===== src/rtl/viterbi_pkg.sv =====
// viterbi_pkg: shared trellis constants, state type, predecessor rule and traceback FSM encoding
package viterbi_pkg;
  localparam int K = 4;
  localparam int M = K - 1;
  localparam int NSTATE = 1 << M;
  typedef logic [M-1:0] tb_state_t;
  typedef enum logic [1:0] {IDLE, RUN, FLUSH, DRAIN} tbu_fsm_t;
  function automatic tb_state_t tb_pred(input tb_state_t state, input logic d);
    return {d, state[M-1:1]};
  endfunction
endpackage


===== src/rtl/tbu_lifo.sv =====
// tbu_lifo: single-bit stack that reverses one traceback block into chronological order
module tbu_lifo #(
  parameter int DEPTH = 16,
  localparam int CW = $clog2(DEPTH + 1),
  localparam int IW = $clog2(DEPTH)
) (
  input  logic          clk,
  input  logic          rst,
  input  logic          clr,
  input  logic          push,
  input  logic          din,
  input  logic          pop,
  output logic          dout,
  output logic [CW-1:0] count
);
  logic [DEPTH-1:0] mem;
  logic [IW-1:0] top;
  assign top = IW'(count - CW'(1));
  assign dout = mem[top];
  always_ff @(posedge clk or negedge rst)
    if (!rst) begin
      mem <= '0;
      count <= '0;
    end else if (clr) count <= '0;
    else if (push && count != CW'(DEPTH)) begin
      mem[count[IW-1:0]] <= din;
      count <= count + CW'(1);
    end else if (pop && count != '0) count <= count - CW'(1);
endmodule


===== src/rtl/viterbi_tbu_p.sv =====
// viterbi_tbu_p: parametrised Viterbi traceback over a pipelined survivor-memory read port.
// Define VITERBI_TBU_REVERSE_EN to emit each block oldest-first through a LIFO.
module viterbi_tbu_p #(
  parameter int K = 4,
  parameter int TB_DEPTH = 16,
  parameter int DEC_LEN = 16,
  parameter int MEM_DEPTH = 64,
  localparam int M = K - 1,
  localparam int NSTATE = 1 << M,
  localparam int AW = $clog2(MEM_DEPTH)
) (
  input  logic              clk,
  input  logic              rst,
  input  logic              enable,
  input  logic              start,
  input  logic [M-1:0]      start_state,
  input  logic [AW-1:0]     start_addr,
  output logic              rd_en,
  output logic [AW-1:0]     rd_addr,
  input  logic [NSTATE-1:0] dec_word,
  output logic              d_o,
  output logic              d_valid,
  output logic              d_last,
  output logic              busy
);
  import viterbi_pkg::*;
  localparam int NSTEP = TB_DEPTH + DEC_LEN;
  localparam int CW = $clog2(NSTEP + 1);
  localparam logic [CW-1:0] FIRST_DEC = CW'(TB_DEPTH);
  localparam logic [CW-1:0] LAST_RD = CW'(NSTEP);
  tbu_fsm_t state;
  logic [CW-1:0] rd_cnt, sidx;
  logic rd_q, stp_v, accept, dec_step;
  logic [NSTATE-1:0] dw_q;
  logic [M-1:0] s;
  assign accept = state == IDLE && start && enable;
  assign dec_step = stp_v && sidx >= FIRST_DEC;
  assign busy = state != IDLE;
`ifdef VITERBI_TBU_REVERSE_EN
  localparam int LW = $clog2(DEC_LEN + 1);
  logic [LW-1:0] lifo_cnt;
  logic lifo_dout, pop;
  // popping waits until the final decode step has been pushed
  assign pop = state == DRAIN && !stp_v && lifo_cnt != '0;
  tbu_lifo #(.DEPTH(DEC_LEN)) u_lifo (
    .clk(clk), .rst(rst), .clr(!enable), .push(dec_step), .din(s[0]),
    .pop(pop), .dout(lifo_dout), .count(lifo_cnt)
  );
`else
  localparam logic [CW-1:0] LAST_STEP = CW'(NSTEP - 1);
`endif
  always_ff @(posedge clk or negedge rst)
    if (!rst) begin
      state <= IDLE;
      rd_en <= 1'b0;
      rd_addr <= '0;
      rd_cnt <= '0;
      rd_q <= 1'b0;
      stp_v <= 1'b0;
      dw_q <= '0;
      sidx <= '0;
      s <= '0;
      d_o <= 1'b0;
      d_valid <= 1'b0;
      d_last <= 1'b0;
    end else if (!enable) begin
      state <= IDLE;
      rd_en <= 1'b0;
      rd_cnt <= '0;
      rd_q <= 1'b0;
      stp_v <= 1'b0;
      sidx <= '0;
      d_valid <= 1'b0;
      d_last <= 1'b0;
    end else begin
      rd_q <= rd_en;
      stp_v <= rd_q;
      dw_q <= dec_word;
      case (state)
        IDLE: if (start) begin
          state <= RUN;
          rd_en <= 1'b1;
          rd_addr <= start_addr;
          rd_cnt <= CW'(1);
        end
        RUN: if (rd_cnt == LAST_RD) begin
          state <= FLUSH;
          rd_en <= 1'b0;
        end else begin
          rd_cnt <= rd_cnt + CW'(1);
          rd_addr <= rd_addr - AW'(1);
        end
`ifdef VITERBI_TBU_REVERSE_EN
        FLUSH: state <= DRAIN;
        DRAIN: if (pop && lifo_cnt == LW'(1)) state <= IDLE;
`else
        FLUSH: state <= IDLE;
        default: state <= IDLE;
`endif
      endcase
      // a new start overrides the final step of the previous block
      if (stp_v) begin
        s <= {dw_q[s], s[M-1:1]};
        sidx <= sidx + CW'(1);
      end
      if (accept) begin
        s <= start_state;
        sidx <= '0;
      end
`ifdef VITERBI_TBU_REVERSE_EN
      d_valid <= pop;
      d_last <= pop && lifo_cnt == LW'(1);
      if (pop) d_o <= lifo_dout;
`else
      d_valid <= dec_step;
      d_last <= stp_v && sidx == LAST_STEP;
      if (dec_step) d_o <= s[0];
`endif
    end
endmodule


===== config.mk =====
export PLATFORM = sky130hd
export DESIGN_NAME = viterbi_tbu_p
export DESIGN_NICKNAME = d
export VERILOG_FILES = /design/src/rtl/viterbi_pkg.sv /design/src/rtl/tbu_lifo.sv /design/src/rtl/viterbi_tbu_p.sv
export SDC_FILE = /design/constraint.sdc
export NUM_CORES = 1
export LEC_CHECK = 0
export CORE_ASPECT_RATIO = 1.25
export CORE_MARGIN = 4
export CORE_UTILIZATION = 55
export DETAILED_ROUTE_END_ITERATION = 8
export PLACE_DENSITY = 0.84
export REMOVE_ABC_BUFFERS = 1
export SLEW_MARGIN = 20
export SYNTH_ARGS = -nofsm -noshare
export SYNTH_HDL_FRONTEND = slang
export SYNTH_SLANG_ARGS = --single-unit

===== constraint.sdc =====
create_clock -name clk -period 4.9 [get_ports clk]
set_clock_uncertainty 0.1 [all_clocks]
set_input_delay 1.47 -clock clk [delete_from_list [all_inputs] [get_ports clk]]
set_output_delay 1.47 -clock clk [all_outputs]
set_load 0.05 [all_outputs]

Yosys cells after proc, flatten, opt, wreduce, memory -nomap -nowiden
Cells that the tools add are included.
- output and inout port bits: 11
- bits of input ports: 21
- register bits after elaboration: 37
- $add $sub $neg: 3
- equality and inequality tests: 10
- muxes and demuxes: 26
- $lt $le $gt $ge: 2
- reductions and logical operators: 14
- operators with widths (cell ; number):
    $mux W6 ; 8
    $pmux W6 S2 ; 2
    $add A6 B1 Y6 const B ; 2
    $ne A3 B3 Y1 const B ; 3
    $mux W1 ; 8
    $eq A6 B5 Y1 const B ; 1
    $eq A6 B6 Y1 const B ; 1
    $ge A6 B5 Y1 const B ; 1
    $mux W2 ; 3
    $mux W3 ; 2
    $ne A3 B1 Y1 const B ; 2
    $reduce_and A2 Y1 ; 3
    $reduce_and A3 Y1 ; 2
    $reduce_bool A2 Y1 ; 3
    $sub A6 B1 Y6 const B ; 1
    $logic_and A1 B1 Y1 ; 4
    $lt A3 B4 Y1 const B ; 1
    $ne A2 B2 Y1 const B ; 2
    $pmux W2 S2 ; 1
    $reduce_and A4 Y1 ; 1
    $bmux W1 S3 ; 1
    $eq A2 B1 Y1 const B ; 1
    $logic_not A2 Y1 ; 1
    $pmux W1 S2 ; 1

Longest topological paths before layout
- depth in word-level cells: 5
- gate-level depth with buffers: 7
- mapped depth without buffers: 7

Worst setup path after synthesis
Ideal clock, no wire load.
- path kind: input-to-reg
- from: input port enable
- to: register d_o
- library setup time: 0.125 ns
- stages: 3
- path buffers: 1
- arrival: 2.278 ns
- slack: 2.397 ns
- cells stage by stage: clkbuf_1 -> o211a_1 -> mux2_2
- longest elaborated chain between the ends: 1
- ends and longest elaborated chain (element ; RTL line ; RTL):
    start, declared ; viterbi_tbu_p.sv:14 ; input logic enable,
    $reduce_and A2 Y1 (no line) ; - ;
    end signal, assigned ; viterbi_tbu_p.sv:117 ; if (dec_step) d_o <= s[0];
    end, declared ; viterbi_tbu_p.sv:21 ; output logic d_o,
No other way between the ends.
A chain may end at the register's enable or synchronous reset.

Worst setup path after layout
- from: register state[1]
- to: output port busy
- longest elaborated chain between the ends: 1
- ends and longest elaborated chain (element ; RTL line ; RTL):
    start, declared ; viterbi_tbu_p.sv:31 ; tbu_fsm_t state;
    start signal, assigned ; viterbi_tbu_p.sv:54 ; state <= IDLE;
    start signal, assigned ; viterbi_tbu_p.sv:67 ; state <= IDLE;
    start signal, assigned ; viterbi_tbu_p.sv:81 ; state <= RUN;
    $reduce_bool A2 Y1 ; viterbi_tbu_p.sv:38 ; assign busy = state != IDLE;
    end, declared ; viterbi_tbu_p.sv:24 ; output logic busy
No other way between the ends.

==> impl_metrics.prom <==
# TYPE chip_impl_metric gauge
chip_impl_metric{name="area_share_of_the_largest_cell_type_after_synthesis",unit="%"} 50.37
chip_impl_metric{name="worst_r2r_path_depth",unit=""} 6
chip_impl_metric{name="dieWidth",unit="um"} 59.71
chip_impl_info{name="setup_repair_after_global_routing_missed_its_margin",value="false"} 1
chip_impl_metric{name="worst_ep_arrival_time",unit="ps"} 1800
chip_impl_info{name="worst-setup-path-type",value="flop to output pin"} 1
chip_impl_metric{name="ys_async_sr_fraction",unit="%"} 100.0
chip_impl_info{name="tritoncts",value="built"} 1
chip_impl_metric{name="wl_met2",unit="mm"} 2.059
chip_impl_metric{name="placed_cell_area",unit="um^2"} 2172
chip_impl_metric{name="clock_sink_count",unit=""} 37
chip_impl_metric{name="ir_drop",unit="uV"} 230.1
chip_impl_metric{name="grt_antenna_before_repair",unit=""} 0
chip_impl_info{name="crit_slowest_cell",value="sky130_fd_sc_hd__clkdlybuf4s50_1"} 1
chip_impl_metric{name="fill_cells",unit=""} 244
chip_impl_metric{name="area.growth.synth_to_final",unit="%"} 24.51
chip_impl_metric{name="route.final.wire_length",unit="mm"} 3.945
chip_impl_metric{name="power.density",unit="nW/um^2"} 354.9
chip_impl_metric{name="yosys.cell_types.count",unit=""} 47
chip_impl_metric{name="drt_drc_violations_left",unit=""} 0
chip_impl_info{name="crit_chain",value="or2_2 > clkdlybuf4s50_1"} 1
chip_impl_metric{name="finalSetupViolations",unit=""} 0
chip_impl_metric{name="cts_htree_levels",unit=""} 2
chip_impl_metric{name="post-cts-setup-buffers",unit=""} 0
chip_impl_metric{name="met1_length",unit="mm"} 1.600
chip_impl_info{name="cts_root_buf",value="sky130_fd_sc_hd__clkbuf_8"} 1
chip_impl_metric{name="r2r_setup_slack",unit="ps"} 2940
chip_impl_metric{name="fp-row-count",unit=""} 23
chip_impl_metric{name="fin_area",unit="um^2"} 2288
chip_impl_metric{name="synth-edff-count",unit=""} 0
chip_impl_metric{name="post-route-min-period",unit="ps"} 3369
chip_impl_metric{name="met3_wirelength",unit="um"} 218
chip_impl_metric{name="route.detailed.wl_per_inst",unit="um"} 16.79
chip_impl_metric{name="final_net_count",unit=""} 222
chip_impl_metric{name="cp_max_fo",unit=""} 8
chip_impl_metric{name="place.gp.congestion",unit=""} 0.7977
chip_impl_metric{name="yosys_warnings",unit=""} 0
chip_impl_metric{name="post_synth_instance_area",unit="um^2"} 1838
chip_impl_metric{name="final_antenna_net_count",unit=""} 0
chip_impl_metric{name="ctsHoldBuffers",unit=""} 0
chip_impl_metric{name="grt_util_all_layers",unit="%"} 21.07
chip_impl_info{name="cp-end-kind",value="output pin"} 1
chip_impl_metric{name="count_of_routing_violations_after_the_opening_detailed_route_iteration",unit=""} 66
chip_impl_metric{name="grt_max_degree",unit=""} 38
chip_impl_metric{name="pre_cts_slack",unit="ps"} 1399
chip_impl_metric{name="place.detailed.hpwl",unit="mm"} 2.871
chip_impl_metric{name="pin_count",unit=""} 32
chip_impl_metric{name="worstSkewPairLatency",unit="ps"} 290
chip_impl_metric{name="timing.fmax",unit="MHz"} 296.8
chip_impl_metric{name="routed_via_density",unit=""} 5.983
chip_impl_metric{name="vias",unit=""} 1406
chip_impl_metric{name="layout-drive-gt1-share",unit="%"} 13.64
chip_impl_metric{name="final_util",unit="%"} 71.00
chip_impl_info{name="netlist_top_cells_area",value="sky130_fd_sc_hd__dfrtp_1 (50%), sky130_fd_sc_hd__mux2_2 (6.1%), sky130_fd_sc_hd__a21oi_1 (3.3%)"} 1
chip_impl_info{name="crit_family",value="buffers and inverters"} 1
chip_impl_metric{name="hold_violations",unit=""} 0
chip_impl_metric{name="vias_in_the_first_global_route",unit=""} 1535
chip_impl_metric{name="totalPowerFinal",unit="uW"} 812.3
chip_impl_metric{name="synth_seq_cells",unit=""} 37
chip_impl_metric{name="ys_seq_area_share",unit="%"} 50.37
chip_impl_metric{name="whs_path_depth",unit=""} 1
chip_impl_metric{name="clock_path_buffers",unit=""} 2
chip_impl_metric{name="grt_first_pass_wirelength",unit="mm"} 6.893
chip_impl_info{name="outcome",value="finished, final reports clean"} 1
chip_impl_info{name="whs_endpoint",value="stp_v$_DFF_PN0_"} 1
chip_impl_metric{name="port_buffers",unit=""} 31
chip_impl_metric{name="first_pass_iters",unit=""} 4
chip_impl_metric{name="finalWorstSetupSlack",unit="ps"} 1531
chip_impl_info{name="worstHoldStart",value="rd_q$_DFF_PN0_"} 1
chip_impl_metric{name="floorplan.initialDensity",unit="%"} 57.03
chip_impl_metric{name="post_cts_clock_slew_at_the_launch_and_capture_registers_of_the_worst_setup_and_hold_paths",unit="ps"} 70
chip_impl_metric{name="final_min_period_over_clock_period",unit="%"} 68.75
chip_impl_info{name="synth-main-ff-cell",value="sky130_fd_sc_hd__dfrtp_1"} 1
chip_impl_metric{name="cap_violations",unit=""} 0
chip_impl_metric{name="worstPathBufferInverterCount",unit=""} 1
chip_impl_metric{name="slew_violations",unit=""} 0
chip_impl_metric{name="timing.critical_path.slowest_cell_delay",unit="ps"} 700
chip_impl_metric{name="core",unit="um^2"} 3223
chip_impl_metric{name="critical_path_required",unit="ps"} 3330
chip_impl_metric{name="cts_inserted_buffers",unit=""} 5
chip_impl_info{name="r2r_end",value="rd_addr[0]$_DFFE_PN0P_"} 1
chip_impl_metric{name="overall_die_area",unit="um^2"} 4336
chip_impl_info{name="netlist.top_cell.by_area",value="sky130_fd_sc_hd__dfrtp_1"} 1
chip_impl_metric{name="grt-ovfl-total",unit=""} 0
chip_impl_metric{name="per_instance_average_area_after_synthesis",unit="um^2"} 11.14
chip_impl_info{name="timing.rr.start",value="rd_cnt[0]$_DFFE_PN0P_"} 1
chip_impl_metric{name="synthCells",unit=""} 165
chip_impl_info{name="critical_path_launch_point_type",value="flop"} 1
chip_impl_metric{name="die_h",unit="um"} 72.63
chip_impl_metric{name="antenna-diode-count",unit=""} 0
chip_impl_info{name="hold_path_class",value="flop to flop"} 1
chip_impl_metric{name="totalNegativeSetupSlack",unit="ps"} 0
chip_impl_metric{name="worst_tran_pin_value",unit="ps"} 1082
chip_impl_metric{name="power.static_leakage",unit="nW"} 0.9589
chip_impl_info{name="highest_layer",value="met4"} 1
chip_impl_metric{name="timing.max_slew.rel_slack",unit="%"} 27.66
chip_impl_metric{name="cts-resized-gates",unit=""} 0
[worst max-delay path by stage]
stage / start / end / slack [ps] / cells after the start
2_1_floorplan: start / s[0]$_DFFE_PN0P_ / 2440 / 4
3_3_place_gp: enable / d_o$_DFFE_PN0P_ / 1460 / 3
3_5_place_dp: enable / d_o$_DFFE_PN0P_ / 1400 / 3
4_1_cts: state[1]$_DFFE_PN0P_ / busy / 1530 / 2
5_1_grt: state[1]$_DFFE_PN0P_ / busy / 1480 / 2
6_report: state[1]$_DFFE_PN0P_ / busy / 1530 / 2
[metrics by stage]
| step | instances | hold WS [ps] |
|---|---|---|
| after floorplan | 158 | 333.6 |
| after global placement | 227 | 338.1 |
| after detailed placement | 227 | 349.5 |
| after CTS | 235 | 369.1 |
| after global routing | 235 | 399.5 |
| final | 235 | 368.9 |
[layout make-up]
class / count / area [um^2] / share of cell area (%)
flip-flops and latches: 37 / 925.9 / 40.46
multi-input cells: 115 / 859.6 / 37.56
repair buffers: 32 / 317.8 / 13.89
clock buffers: 7 / 86.33 / 3.773
well taps: 37 / 46.29 / 2.023
clock inverters: 1 / 30.03 / 1.312
inverters: 6 / 22.52 / 0.9841
[report_power, final]
group / switching [mW] / total (mW) / leakage [nW] / internal, mW
combinational: 0.102 / 0.182 / 0.431 / 0.0806
clock: 0.104 / 0.270 / 0.0585 / 0.166
sequential: 0.0284 / 0.360 / 0.470 / 0.331
total: 0.234 / 0.812 / 0.959 / 0.578
[worst register-to-register path: cells and delay by family, from the launching register on]
| kind | cells | cell delay, ps |
|---|---|---|
| AOI/OAI and AO/OA | 2 | 770 |
| adders and majority gates | 1 | 220 |
| buffers and inverters | 1 | 90 |
| DFF | 1 | 390 |
| and+or+nand+nor | 2 | 320 |
[cell usage in the layout, fill, tap and decap left out, drive strengths merged, types with 2 or more instances in the layout]
master,instances
mux4,2
nand4,3
clkdlybuf4s50,31
nand3,6
nand2b,2
nand2,9
nor2b,3
ha,4
nor4b,2
clkbuf,7
inv,6
nor2,14
o211ai,2
a21boi,2
dfrtp,37
xnor2,3
o31ai,2
o21ai,3
or3b,2
nor3,2
and2,4
a31oi,3
a21oi,12
xor2,3
mux2,10
o2bb2ai,3
o22ai,5
[state kept, by name, summed over array words and instances, names as in the netlist, 2 cells and up]
name / count
dw_q: 8
rd_addr: 6
rd_cnt: 6
sidx: 6
s: 3
state: 2
[cells by family (layout without fill, tap and decap cells)]
family	count (synthesis)	count (layout)	share of synthesized area, %
simple gates	53	53	16.07
mux	13	13	9.530
flops	37	37	50.37
compound gates	39	39	15.59
buf+inv	13	46	2.859
xor+xnor	6	6	2.860
fa+ha+maj	4	4	2.723
[per-layer routing]
layer,global-route usage [%],vias to the layer above
met5,0,-
met4,6.650,0
met3,6.018,8
met2,35.46,51
met1,25.73,685
li1,-,662
[cell usage after synthesis, drive strengths merged, types with 3 or more instances]
cell and instances:
and2 4, a21oi 12, xor2 3, o22ai 5, dfrtp 37, nor2b 3, xnor2 3, o21ai 3
mux2 10, clkbuf 5, o2bb2ai 3, nand4 3, inv 6, a31oi 3, nand2 9, nand3 6
ha 4, nor2 14
Power figures use the tool's default switching activity.
